--- src/rtl/riscv_pkg.sv ---
// Shared RV32I definitions used by the fetch-stage branch predictor:
// branch opcode, 2-bit counter states and B-immediate extraction.
package riscv_pkg;

    localparam logic [6:0] OPC_BRANCH = 7'b1100011;

    typedef enum logic [1:0] {
        CNT_SNT = 2'b00,
        CNT_WNT = 2'b01,
        CNT_WT  = 2'b10,
        CNT_ST  = 2'b11
    } cnt_e;

    localparam cnt_e CNT_RST = CNT_WNT;

    function automatic logic [31:0] b_imm(input logic [31:0] instr);
        return {{20{instr[31]}}, instr[7], instr[30:25], instr[11:8], 1'b0};
    endfunction

    function automatic cnt_e cnt_step(input cnt_e cnt, input logic taken);
        cnt_e nxt;
        nxt = cnt;
        unique case (cnt)
            CNT_SNT: nxt = taken ? CNT_WNT : CNT_SNT;
            CNT_WNT: nxt = taken ? CNT_WT  : CNT_SNT;
            CNT_WT:  nxt = taken ? CNT_ST  : CNT_WNT;
            CNT_ST:  nxt = taken ? CNT_ST  : CNT_WT;
            default: nxt = CNT_RST;
        endcase
        return nxt;
    endfunction

endpackage

--- src/rtl/bp_counter_table.sv ---
// Table of 2-bit saturating counters: async read, sync update, sync reset.
module bp_counter_table
    import riscv_pkg::*;
#(
    parameter int IDX_BITS = 6
) (
    input  logic                clk,
    input  logic                rst,
    input  logic [IDX_BITS-1:0] rd_idx,
    output logic [1:0]          rd_cnt,
    input  logic                wr_en,
    input  logic [IDX_BITS-1:0] wr_idx,
    input  logic                wr_taken
);

    localparam int DEPTH = 1 << IDX_BITS;

    cnt_e cnt_q [DEPTH];
    cnt_e cnt_d [DEPTH];

    always_comb begin
        cnt_d = cnt_q;
        if (wr_en) begin
            cnt_d[wr_idx] = cnt_step(cnt_q[wr_idx], wr_taken);
        end
    end

    always_ff @(posedge clk) begin
        if (rst) begin
            for (int i = 0; i < DEPTH; i++) begin
                cnt_q[i] <= CNT_RST;
            end
        end else begin
            cnt_q <= cnt_d;
        end
    end

    // No write-to-read bypass: a same-cycle read sees the old counter.
    assign rd_cnt = cnt_q[rd_idx];

endmodule

--- src/rtl/branch_predictor.sv ---
// Fetch-stage 2-bit branch predictor with D/E/M tracking queue.
// Optional GSHARE_PREDICTOR_EN xors a global history into the index.
module branch_predictor
    import riscv_pkg::*;
#(
    parameter int DATA_WIDTH = 32,
    parameter int IDX_BITS   = 6
) (
    input  logic                  clk,
    input  logic                  rst,
    input  logic [DATA_WIDTH-1:0] pc,
    input  logic [DATA_WIDTH-1:0] instr,
    input  logic [DATA_WIDTH-1:0] pc_M,
    input  logic                  pcsrc,
    input  logic                  load_use_flag,
    input  logic                  miss,
    output logic                  pre_branch,
    output logic                  prediction,
    output logic [DATA_WIDTH-1:0] label,
    output logic                  correct,
    output logic                  error,
    output logic [DATA_WIDTH-1:0] new_label
);

    logic [IDX_BITS-1:0] if_idx;
    logic [1:0]          rd_cnt;
    logic                wr_en;
    logic                flush;
    logic                unused_instr;

    logic                d_vld_q, d_vld_d;
    logic                e_vld_q, e_vld_d;
    logic                m_vld_q, m_vld_d;
    logic                d_pred_q, d_pred_d;
    logic                e_pred_q, e_pred_d;
    logic                m_pred_q, m_pred_d;
    logic [IDX_BITS-1:0] d_idx_q, d_idx_d;
    logic [IDX_BITS-1:0] e_idx_q, e_idx_d;
    logic [IDX_BITS-1:0] m_idx_q, m_idx_d;

`ifdef GSHARE_PREDICTOR_EN
    logic [IDX_BITS-1:0] ghr_q, ghr_d;

    assign if_idx = pc[IDX_BITS+1:2] ^ ghr_q;

    always_comb begin
        ghr_d = ghr_q;
        if (wr_en) begin
            ghr_d = {ghr_q[IDX_BITS-2:0], pcsrc};
        end
    end

    always_ff @(posedge clk) begin
        if (rst) begin
            ghr_q <= '0;
        end else begin
            ghr_q <= ghr_d;
        end
    end
`else
    assign if_idx = pc[IDX_BITS+1:2];
`endif

    assign unused_instr = ^instr[24:12];

    assign pre_branch = (instr[6:0] == OPC_BRANCH);
    assign prediction = rd_cnt[1] & pre_branch;
    assign label      = pc + DATA_WIDTH'($signed(b_imm(instr[31:0])));

    assign correct   = m_vld_q & (m_pred_q == pcsrc);
    assign error     = m_vld_q & m_pred_q & ~pcsrc;
    assign new_label = pc_M + DATA_WIDTH'(4);
    assign flush     = error | (pcsrc & ~correct);

    // Training is held off while frozen so each branch trains once.
    assign wr_en = m_vld_q & ~miss;

    always_comb begin
        d_vld_d  = d_vld_q;
        e_vld_d  = e_vld_q;
        m_vld_d  = m_vld_q;
        d_pred_d = d_pred_q;
        e_pred_d = e_pred_q;
        m_pred_d = m_pred_q;
        d_idx_d  = d_idx_q;
        e_idx_d  = e_idx_q;
        m_idx_d  = m_idx_q;
        if (miss) begin
            d_vld_d = d_vld_q;
        end else if (flush) begin
            d_vld_d = 1'b0;
            e_vld_d = 1'b0;
            m_vld_d = 1'b0;
        end else if (load_use_flag) begin
            m_vld_d  = e_vld_q;
            m_pred_d = e_pred_q;
            m_idx_d  = e_idx_q;
            e_vld_d  = 1'b0;
        end else begin
            m_vld_d  = e_vld_q;
            m_pred_d = e_pred_q;
            m_idx_d  = e_idx_q;
            e_vld_d  = d_vld_q;
            e_pred_d = d_pred_q;
            e_idx_d  = d_idx_q;
            d_vld_d  = pre_branch;
            d_pred_d = prediction;
            d_idx_d  = if_idx;
        end
    end

    always_ff @(posedge clk) begin
        if (rst) begin
            d_vld_q  <= 1'b0;
            e_vld_q  <= 1'b0;
            m_vld_q  <= 1'b0;
            d_pred_q <= 1'b0;
            e_pred_q <= 1'b0;
            m_pred_q <= 1'b0;
            d_idx_q  <= '0;
            e_idx_q  <= '0;
            m_idx_q  <= '0;
        end else begin
            d_vld_q  <= d_vld_d;
            e_vld_q  <= e_vld_d;
            m_vld_q  <= m_vld_d;
            d_pred_q <= d_pred_d;
            e_pred_q <= e_pred_d;
            m_pred_q <= m_pred_d;
            d_idx_q  <= d_idx_d;
            e_idx_q  <= e_idx_d;
            m_idx_q  <= m_idx_d;
        end
    end

    bp_counter_table #(
        .IDX_BITS(IDX_BITS)
    ) u_table (
        .clk     (clk),
        .rst     (rst),
        .rd_idx  (if_idx),
        .rd_cnt  (rd_cnt),
        .wr_en   (wr_en),
        .wr_idx  (m_idx_q),
        .wr_taken(pcsrc)
    );

endmodule

--- config.mk ---
export PLATFORM = sky130hd
export DESIGN_NAME = branch_predictor
export DESIGN_NICKNAME = d
export VERILOG_FILES = /design/src/rtl/riscv_pkg.sv /design/src/rtl/bp_counter_table.sv /design/src/rtl/branch_predictor.sv
export SDC_FILE = /design/constraint.sdc
export NUM_CORES = 1
export LEC_CHECK = 0
export BUFFER_PORTS_ARGS = -buffer_cell sky130_fd_sc_hd__buf_2
export CORE_ASPECT_RATIO = 0.5
export CORE_MARGIN = 2
export CORE_UTILIZATION = 35
export DETAILED_ROUTE_END_ITERATION = 12
export SYNTH_ARGS = -nofsm -noshare
export SYNTH_HDL_FRONTEND = slang
export SYNTH_SLANG_ARGS = --single-unit
--- constraint.sdc ---
create_clock -name clk -period 3.5 [get_ports clk]
set_clock_uncertainty 0.2 [all_clocks]
set_input_delay 0.175 -clock clk [delete_from_list [all_inputs] [get_ports clk]]
set_output_delay 0.175 -clock clk [all_outputs]
set_load 0.05 [all_outputs]
== Word level (Yosys, flattened, before mapping) ==
Cells that the tools add are included.
Storage, ports and cells
  register bits: 152
  bits of input ports: 101
  output and inout bits: 68
  logic and storage cells: 123
Cells by class
  $add $sub $neg: 2
  $lt $le $gt $ge: 3
  eq/ne operators: 6
  multiplexer cells: 20
  bitwise operators: 14
  reductions and logical operators: 5
Operators by type and width (number)
  $bwmux 128: 1
  $add 32x3->32 const B: 1
  $add 32x32->32: 1
  $bmux 2 s6: 2
  $mux 2: 8
  $ge 7x7->1 const B: 2
  $not 6->7: 2
  $demux 2 s6: 1
  $pmux 2 s4: 1
  $eq 7x7->1 const B: 1
  $lt 7x1->1 const B: 1
  $mux 1: 7
  $and 1x1->1: 6
  $not 1->1: 5
  $eq 2x2->1 const B: 2
  $reduce_and 2->1: 2
  $reduce_and 3->1: 1
  $eq 2x1->1 const B: 1
  $logic_not 2->1: 1
  $ne 2x1->1 const B: 1
  $eq 1x1->1: 1
  $logic_and 1x1->1: 1
  $or 1x1->1: 1

== Longest topological paths before layout ==
Gate-level depths: netlist (run 1).
  depth in word-level cells: 8
  depth in mapped cells: 11

== Modules after synthesis ==
A second synthesis (run 1) with hierarchy kept.
Unflattened totals
  cell total of the unflattened synthesis: 1206
  area, all modules: 10128.5 um2
By module, submodules not included
  bp_counter_table: instances 1, cells an instance 772, area each 6986.7 um2, sequential area each 2562.5 um2
  branch_predictor: instances 1, cells an instance 434, area each 3141.8 um2, sequential area each 480.5 um2

== Least setup slack after synthesis (run 1) ==
OpenSTA, ideal clock, no wires.
  path type: input-to-reg
  start point: in instr[4]
  end point: reg d_pred_q
  library setup time: 0.070 ns
  arrival: 3.068 ns
  required time: 3.230 ns
  slack: 0.162 ns
  stages: 5
  path buffers: 0
  cell sequence: nand4bb_1 nor3_1 a21boi_0 nand2_1 a21oi_1
Between the ends
  cells in the longest elaborated chain, start to end: 2
Ends and longest elaborated chain
  start: declaration: RTL line branch_predictor.sv:12  | input logic [DATA_WIDTH-1:0] instr,
  $eq 7x7->1: RTL line branch_predictor.sv:66  | assign pre_branch = (instr[6:0] == OPC_BRANCH);
  named net pre_branch: RTL line branch_predictor.sv:17  | output logic pre_branch,
  $and 1x1->1: RTL line branch_predictor.sv:67  | assign prediction = rd_cnt[1] & pre_branch;
  named net prediction: RTL line branch_predictor.sv:18  | output logic prediction,
  end signal: assignment: RTL line branch_predictor.sv:127  | d_pred_q <= d_pred_d;
  end: declaration: RTL line branch_predictor.sv:34  | logic d_pred_q, d_pred_d;
The timed path passes the listed nets, and every way through them passes these cells.
A chain may end at the register's enable or synchronous reset.

== Worst setup path in the final report (run 1) ==
  start point: reg m_idx_q[5]
  end point: reg u_table.cnt_q[22] (netlist bit)
Between the ends
  cells in the longest elaborated chain, start to end: 8
  elaborated cells on any way between the ends: 16
Ends and longest elaborated chain
  start: declaration: RTL line branch_predictor.sv:39  | logic [IDX_BITS-1:0] m_idx_q, m_idx_d;
  start signal: assignment: RTL line branch_predictor.sv:132  | m_idx_q <= m_idx_d;
  $not 6->7 (implied by the code) (*): RTL line bp_counter_table.sv:24  | cnt_d[wr_idx] = cnt_step(cnt_q[wr_idx], wr_taken);
  $bmux 2 s6: RTL line bp_counter_table.sv:24
  $mux 2 (implied by the code) (2 in series): RTL line bp_counter_table.sv:24
  $eq 2x2->1 (tied with other cells): RTL line riscv_pkg.sv:23  | unique case (cnt)
  $pmux 2 s4: RTL line riscv_pkg.sv:23
  $mux 2: RTL line bp_counter_table.sv:23  | if (wr_en) begin
  $bwmux 128 (*): RTL line bp_counter_table.sv:24
  end signal: assignment: RTL line bp_counter_table.sv:34  | cnt_q <= cnt_d;
  end: declaration: RTL line bp_counter_table.sv:18  | cnt_e cnt_q [DEPTH];
Every way passes the cells marked *; elsewhere a longest branch is shown, timed or not. The select of a mux whose other input is x is not followed.

==> summary.txt, run 1 <==
Timing
  • Slew headroom: 0.416
  • WHS: 20.9 ps
  • Max-slew violations: 0
  • Tmin final: 3190 ps
  • Final worst slack: 307 ps
  • Sum of negative setup slack: 0 ps
  • RSZ-0062 raised after global routing: false
  • Final hold vios: 0
  • Max Freq: 0.313 GHz
  • Setup violators final: 0
  • Tightest Pin Transition: 874 ps
  • Tcrit/Tclk final: 0.912

Detailed routing
  • DRT iter0 DRCs: 632
  • Routed WL: 29.7 mm
  • DRT Pass-1 Iters: 5
  • Routed WL per cell: 17.7 µm
  • DRC Markers: 0
  • Post-route ant nets: 0
  • Vias per cell: 5.76
  • Total number of vias: 9672

Clocking
  • Hold buffers post-CTS: 8
  • CTS resizes: 0
  • Root Buffer: clkbuf_16
  • Clock Tree Buf Depth: 2
  • Worst-path clk slew: 60 ps
  • # clock sinks: 152
  • Post-CTS Setup Inserts: 0
  • TritonCTS Buffers: 17
  • CTS H-tree lvls: 4
  • Worst skew pair latency: 430 ps
  • CTS tree: yes

Layout
  • Final-layout fill cell count: 2727
  • Layout cells sized above 1: 0.213
  • Most frequent cells in the layout: nor2_1, dfxtp_1, buf_2
  • Footprint of the multi-input gates: 6300 µm²
  • Util after Layout: 0.420
  • Area grow syn2layout: 17.8%
  • Final instance area: 11600 µm²
  • Non-Filler Instances: 1679
  • # nets final: 1416
  • Reg area: 3050 µm²

Yosys
  • Cell taking the most area after synthesis: dfxtp_1
  • Post-synth EDFFs: 0
  • Top_reg_cell synth: dfxtp_1
  • Yosys top cell area share: 0.309
  • Post-Syn Instances: 1171
  • Top cells by area, synth: dfxtp_1, mux4_2, nor3_1
  • Post-Synthesis Cell Area: 9860 µm²
  • Unique masters post-synth: 67
  • Sequential area share after synthesis: 0.309
  • Register bit total from synthesis: 152
  • Post-Syn Area per Cell: 8.42 µm²
  • Synth warnings: 0
  • Syn nets: 1304
  • Async set-reset flop share out of synthesis: 0

Die
  • Row count: 43
  • Die Area: 29600 µm²
  • I/O pin count: 169
  • Core Area: 27700 µm²
  • Initial Util: 0.356
  • Die W: 241 µm
  • Die height: 123 µm

Placed design
  • DPL Wire Length: 20.8 mm
  • Placer Congestion: 0.881
  • I/O Buffers: 149
  • Placed cell areas: 11000 µm²
  • DP Worst Slack: 324 ps
  • DP Cell Count: 1638

Worst setup path
  • Worst r2r src: m_idx_q[5]$_SDFFE_PP0P_
  • Crit path from: m_idx_q[5]$_SDFFE_PP0P_
  • Crit path max fanout: 40
  • Critical Path Start Type: register
  • Critical path required time: 3570 ps
  • Worst setup EP type: register
  • Worst EP arrival: 3270 ps
  • CP Class: reg -> reg

Worst hold path
  • Hold_sp: pc[4]
  • Hold Path Class: in -> reg

Global route
  • Overall Global Routing Usage: 0.197
  • Pin count of the biggest net entering global routing: 101
  • Total gr overflow: 0
  • First-pass GRT wire length: 46.0 mm
  • Initial antenna violation count: 1
  • Vias in the first global route: 8681

Pwr
  • Pwr Density: 387 nW/µm²
  • Leakage power: 4.19 nW
  • Final Power: 4.49 mW
  • Maximum VDD drop: 308 µV

Outcome
  • Status: complete, no violations

Run
  • MaxCap Viol Count: 0
critical path: stages (launching register included):
cell and delay, ps:
dfxtp_1 730, or3_1 380, o22ai_1 150, mux2_1 370
nor3_1 330, a32oi_4 150, nand2_2 110, buf_4 420
a31oi_1 160
logic make-up (layout without fill, tap and decap cells):
group                      count (synthesis)  after routing  synth area share
AOI/OAI and AO/OA                        286            286             0.206
xor gates and xnor gates                  56             56            0.0497
adders and majority gates                 32             32            0.0414
buffers and inverters                    115            239            0.0523
DFF                                      152            152             0.309
muxes                                     70             70             0.123
other                                      0              2                 0
and+or+nand+nor                          460            460             0.220
synth_stat cells, types with 4 or more instances:
cell type,instances
dfxtp_1,152
nor2_1,150
nor3_1,138
a31oi_1,87
nand2_1,74
clkbuf_1,61
a311oi_1,49
a21oi_1,45
mux4_2,40
xnor2_1,36
ha_1,31
buf_2,28
mux2i_1,24
o21bai_1,23
nand3_1,22
a21o_1,20
xor2_1,20
and3_1,14
o21ai_0,13
inv_1,12
nor2b_1,12
buf_4,11
nand4_1,9
o22ai_1,6
a22oi_1,5
and2_1,5
mux2_2,5
a211oi_1,4
a221oi_1,4
and4_1,4
nand3b_1,4
nor3b_1,4
o21a_1,4
or2_2,4
or4_1,4
sequential cells by signal, summed over array words and instances (netlist names):
name / cells
u_table.cnt_q: 128
d_vld_q: 1
e_pred_q: 1
d_idx_q: 6
m_pred_q: 1
d_pred_q: 1
e_vld_q: 1
m_vld_q: 1
e_idx_q: 6
m_idx_q: 6
path summary, 6_finish.rpt:
| check | end | slack, ps | depth (start not counted) |
|---|---|---|---|
| max reg2reg | u_table.cnt_q[22]$_SDFFE_PP1P_ | 310 | 8 |
| min reg2reg | e_idx_q[3]$_SDFFE_PP0P_ | 250 | 2 |
| min | d_idx_q[2]$_SDFFE_PP0P_ | 20 | 4 |
| max | u_table.cnt_q[22]$_SDFFE_PP1P_ | 310 | 8 |
per-layer routing:
metal  global-route usage  routed length (µm)  vias up  part of all wire
met5                    0                   0        -                 0
met4               0.0475                 391        0             0.013
met3               0.0355                2010       28             0.068
met2                0.329               13900      340              0.47
met1                0.264               13400     4648              0.45
li1                     -                   -     4656                 -
final cells by class:
cell class / count / share of cell area
multi-input cells: 904 / 0.542
flip-flops and latches: 152 / 0.262
repair buffers: 196 / 0.103
well taps: 382 / 0.0411
clock buffers: 21 / 0.0379
clock inverters: 10 / 0.00904
inverters: 12 / 0.00388
diodes: 2 / 0.000431
report_power, final:
part,leakage [nW],switching [mW],internal (mW)
registers,1.23,0.00186,1.73
logic,2.70,0.703,0.294
clock network,0.266,0.725,1.04
Note: power is estimated with default switching activity, not from simulation.
==> inputs of run 2 (changes only) <==
--- a/config.mk
+++ b/config.mk
@@ -10,6 +10,8 @@
 export CORE_MARGIN = 2
 export CORE_UTILIZATION = 35
 export DETAILED_ROUTE_END_ITERATION = 12
+export PLACE_DENSITY = 0.52
 export SYNTH_ARGS = -nofsm -noshare
 export SYNTH_HDL_FRONTEND = slang
 export SYNTH_SLANG_ARGS = --single-unit
+export TNS_END_PERCENT = 1
==> summary.txt, run 2 (synthesis gave the netlist of run 1 again) <==
Clocking
  • Root Buffer: clkbuf_16
  • Worst-path clk slew: 60 ps (about the same)
  • CTS H-tree lvls: 4 (unchanged)
  • Clock Tree Buf Depth: 2 (unchanged)
  • TritonCTS Buffers: 17 (unchanged)
  • # clock sinks: 152 (unchanged)
  • CTS tree: yes
  • Post-CTS Setup Inserts: 0 (unchanged)
  • Worst skew pair latency: 430 ps (about the same)

Detailed routing
  • Routed WL per cell: 18.7 µm (+5.7%)
  • DRT Pass-1 Iters: 5 (unchanged)
  • Total number of vias: 9620 (-0.54%)
  • Vias per cell: 5.73 (-0.54%)
  • Post-route ant nets: 0 (unchanged)
  • DRT iter0 DRCs: 786 (+24%)
  • DRC Markers: 0 (unchanged)
  • Routed WL: 31.4 mm (+5.7%)

Worst setup path
  • Critical path required time: 3120 ps (-450 ps)
  • Cell depth of the worst flop-to-flop path: 7 (-1)
  • CP cell instances: dlygate4sd3_1 > buf_2 > ha_1 > o21a_1 > nor2_1 > or4_1 > o211ai_1 > a21o_1 > or2_2 > a31oi_1 > buf_4
  • Worst EP arrival: 3000 ps (-270 ps)
  • Worst setup EP type: output port
  • Crit path max fanout: 6 (-85%)
  • Slowest stage delay, CP: 530 ps (-200 ps)
  • Crit path depth: 11 (+3)
  • CP Class: in -> out
  • Slowest CP cell: dlygate4sd3_1
  • Critical Path Start Type: input port
  • Bufs and invs on worst path: 3 (+2)
  • Delay-heaviest family, CP: buffers and inverters

Timing
  • Final hold vios: 0 (unchanged)
  • Slew headroom: 0.374 (-0.0427)
  • Setup violators final: 0 (unchanged)
  • Sum of negative setup slack: 0 ps (unchanged)
  • WHS: 42.4 ps (+21.5 ps)
  • Max Freq: 0.296 GHz (-5.4%)
  • Tightest Pin Transition: 937 ps (+63.9 ps)
  • RSZ-0062 raised after global routing: true
  • Final worst slack: 125 ps (-182 ps)
  • Tmin final: 3370 ps (+182 ps)
  • Tcrit/Tclk final: 0.964 (+0.0520)
  • Max-slew violations: 0 (unchanged)

Layout
  • Layout cells sized above 1: 0.221 (+0.00738)
  • Reg with most FFs: u_table.cnt_q
  • Area grow syn2layout: 18.8%
  • Final instance area: 11700 µm² (+0.82%)
  • # nets final: 1417 (+0.071%)
  • Util after Layout: 0.423 (+0.00343)
  • Max reg flops: 128 (unchanged)
  • Final-layout fill cell count: 2741 (+0.51%)
  • Ant diodes: 0 (-2)
  • Non-Filler Instances: 1679 (unchanged)
  • Most frequent cells in the layout: nor2_1, dfxtp_1, buf_2

Placed design
  • Placed cell areas: 11000 µm² (+0.27%)
  • Placer Congestion: 0.884 (+0.27%)
  • DP Cell Count: 1642 (+0.24%)
  • I/O Buffers: 149 (unchanged)
  • DPL Wire Length: 22.0 mm (+5.7%)
  • DP Worst Slack: 273 ps (-51.2 ps)

Global route
  • Vias in the first global route: 8983 (+3.5%)
  • Met3 Track Usage GR: 0.0358 (+0.000225)
  • GRT met2 Usage: 0.353 (+0.0237)
  • Pin count of the biggest net entering global routing: 107 (+5.9%)
  • Overall Global Routing Usage: 0.212 (+0.0154)
  • Initial antenna violation count: 0 (-1)
  • Total gr overflow: 0 (unchanged)
  • First-pass GRT wire length: 49.2 mm (+7.1%)
  • Met1 global-route usage: 0.288 (+0.0241)
  • Busiest grt layer: met2

Die
  • Die Area: 29600 µm² (unchanged)
  • Die height: 123 µm (unchanged)
  • Core Area: 27700 µm² (unchanged)
  • Die W: 241 µm (unchanged)
  • Row count: 43 (unchanged)
  • I/O pin count: 169 (unchanged)
  • Initial Util: 0.356 (unchanged)

Worst hold path
  • Hold Path Class: in -> reg
  • WHS Path Cells: 5 (+1)

Pwr
  • Maximum VDD drop: 319 µV (+3.4%)
  • Pwr Density: 402 nW/µm² (+3.9%)
  • Final Power: 4.71 mW (+4.7%)
  • Leakage power: 4.23 nW (+0.98%)

Run
  • MaxCap Viol Count: 0 (unchanged)

Outcome
  • Status: complete, no violations
-- run 2: cell count changes in the layout (fill, tap and decap cells not counted), moves of 3 or more --
cell | previous run | this run
inv_6 | 0 | 3
buf_4 | 33 | 41
buf_2 | 148 | 143
clkinv_2 | 6 | 2
clkbuf_1 | 4 | 1
dlygate4sd3_1 | 8 | 5
-- run 2: routing by layer --
metal  wire (µm)  share of wire
met5           0              0
met4         343          0.011
met3        1830          0.058
met2       14500           0.46
met1       14700           0.47
-- run 2: what timing repair did --
action	4_1_cts	5_1_grt
endpoints found under the hold margin	6	0
resized for setup	0	11
hold buffers	5	0
endpoints found under the setup margin	0	7
-- run 2: worst paths after layout --
kind / from / endpoint / slack [ps]
worst min-delay path: pc[7] / d_pred_q$_SDFFE_PP0P_ / 40
worst max register to register: m_idx_q[1]$_SDFFE_PP0P_ / u_table.cnt_q[46]$_SDFFE_PP1P_ / 260
worst min register to register: d_pred_q$_SDFFE_PP0P_ / e_pred_q$_SDFFE_PP0P_ / 250
worst max-delay path: pc[5] / label[30] / 130
-- run 2: where the power goes --
part | internal [mW] | switching (mW)
Combinational | 0.305 | 0.711
Clock | 1.17 | 0.784
Sequential | 1.73 | 0.00169
Total | 3.21 | 1.50
-- run 2: cell type report --
cell class | instances | area [µm²] | share of cell area
clock buffers | 20 | 457 | 0.0390
well taps | 382 | 478 | 0.0408
multi-input cells | 904 | 6320 | 0.539
clock inverters | 12 | 163 | 0.0139
inverters | 12 | 45.0 | 0.00384
flip-flops and latches | 152 | 3050 | 0.260
repair buffers | 197 | 1210 | 0.103
-- run 2: worst register-to-register path: cells and delay by family (launching register included) --
family                 cells  cell delay (ps)
muxes                      1              620
AOI/OAI and AO/OA          4             1050
buffers and inverters      1              510
and+or+nand+nor            1              110
DFF                        1              600
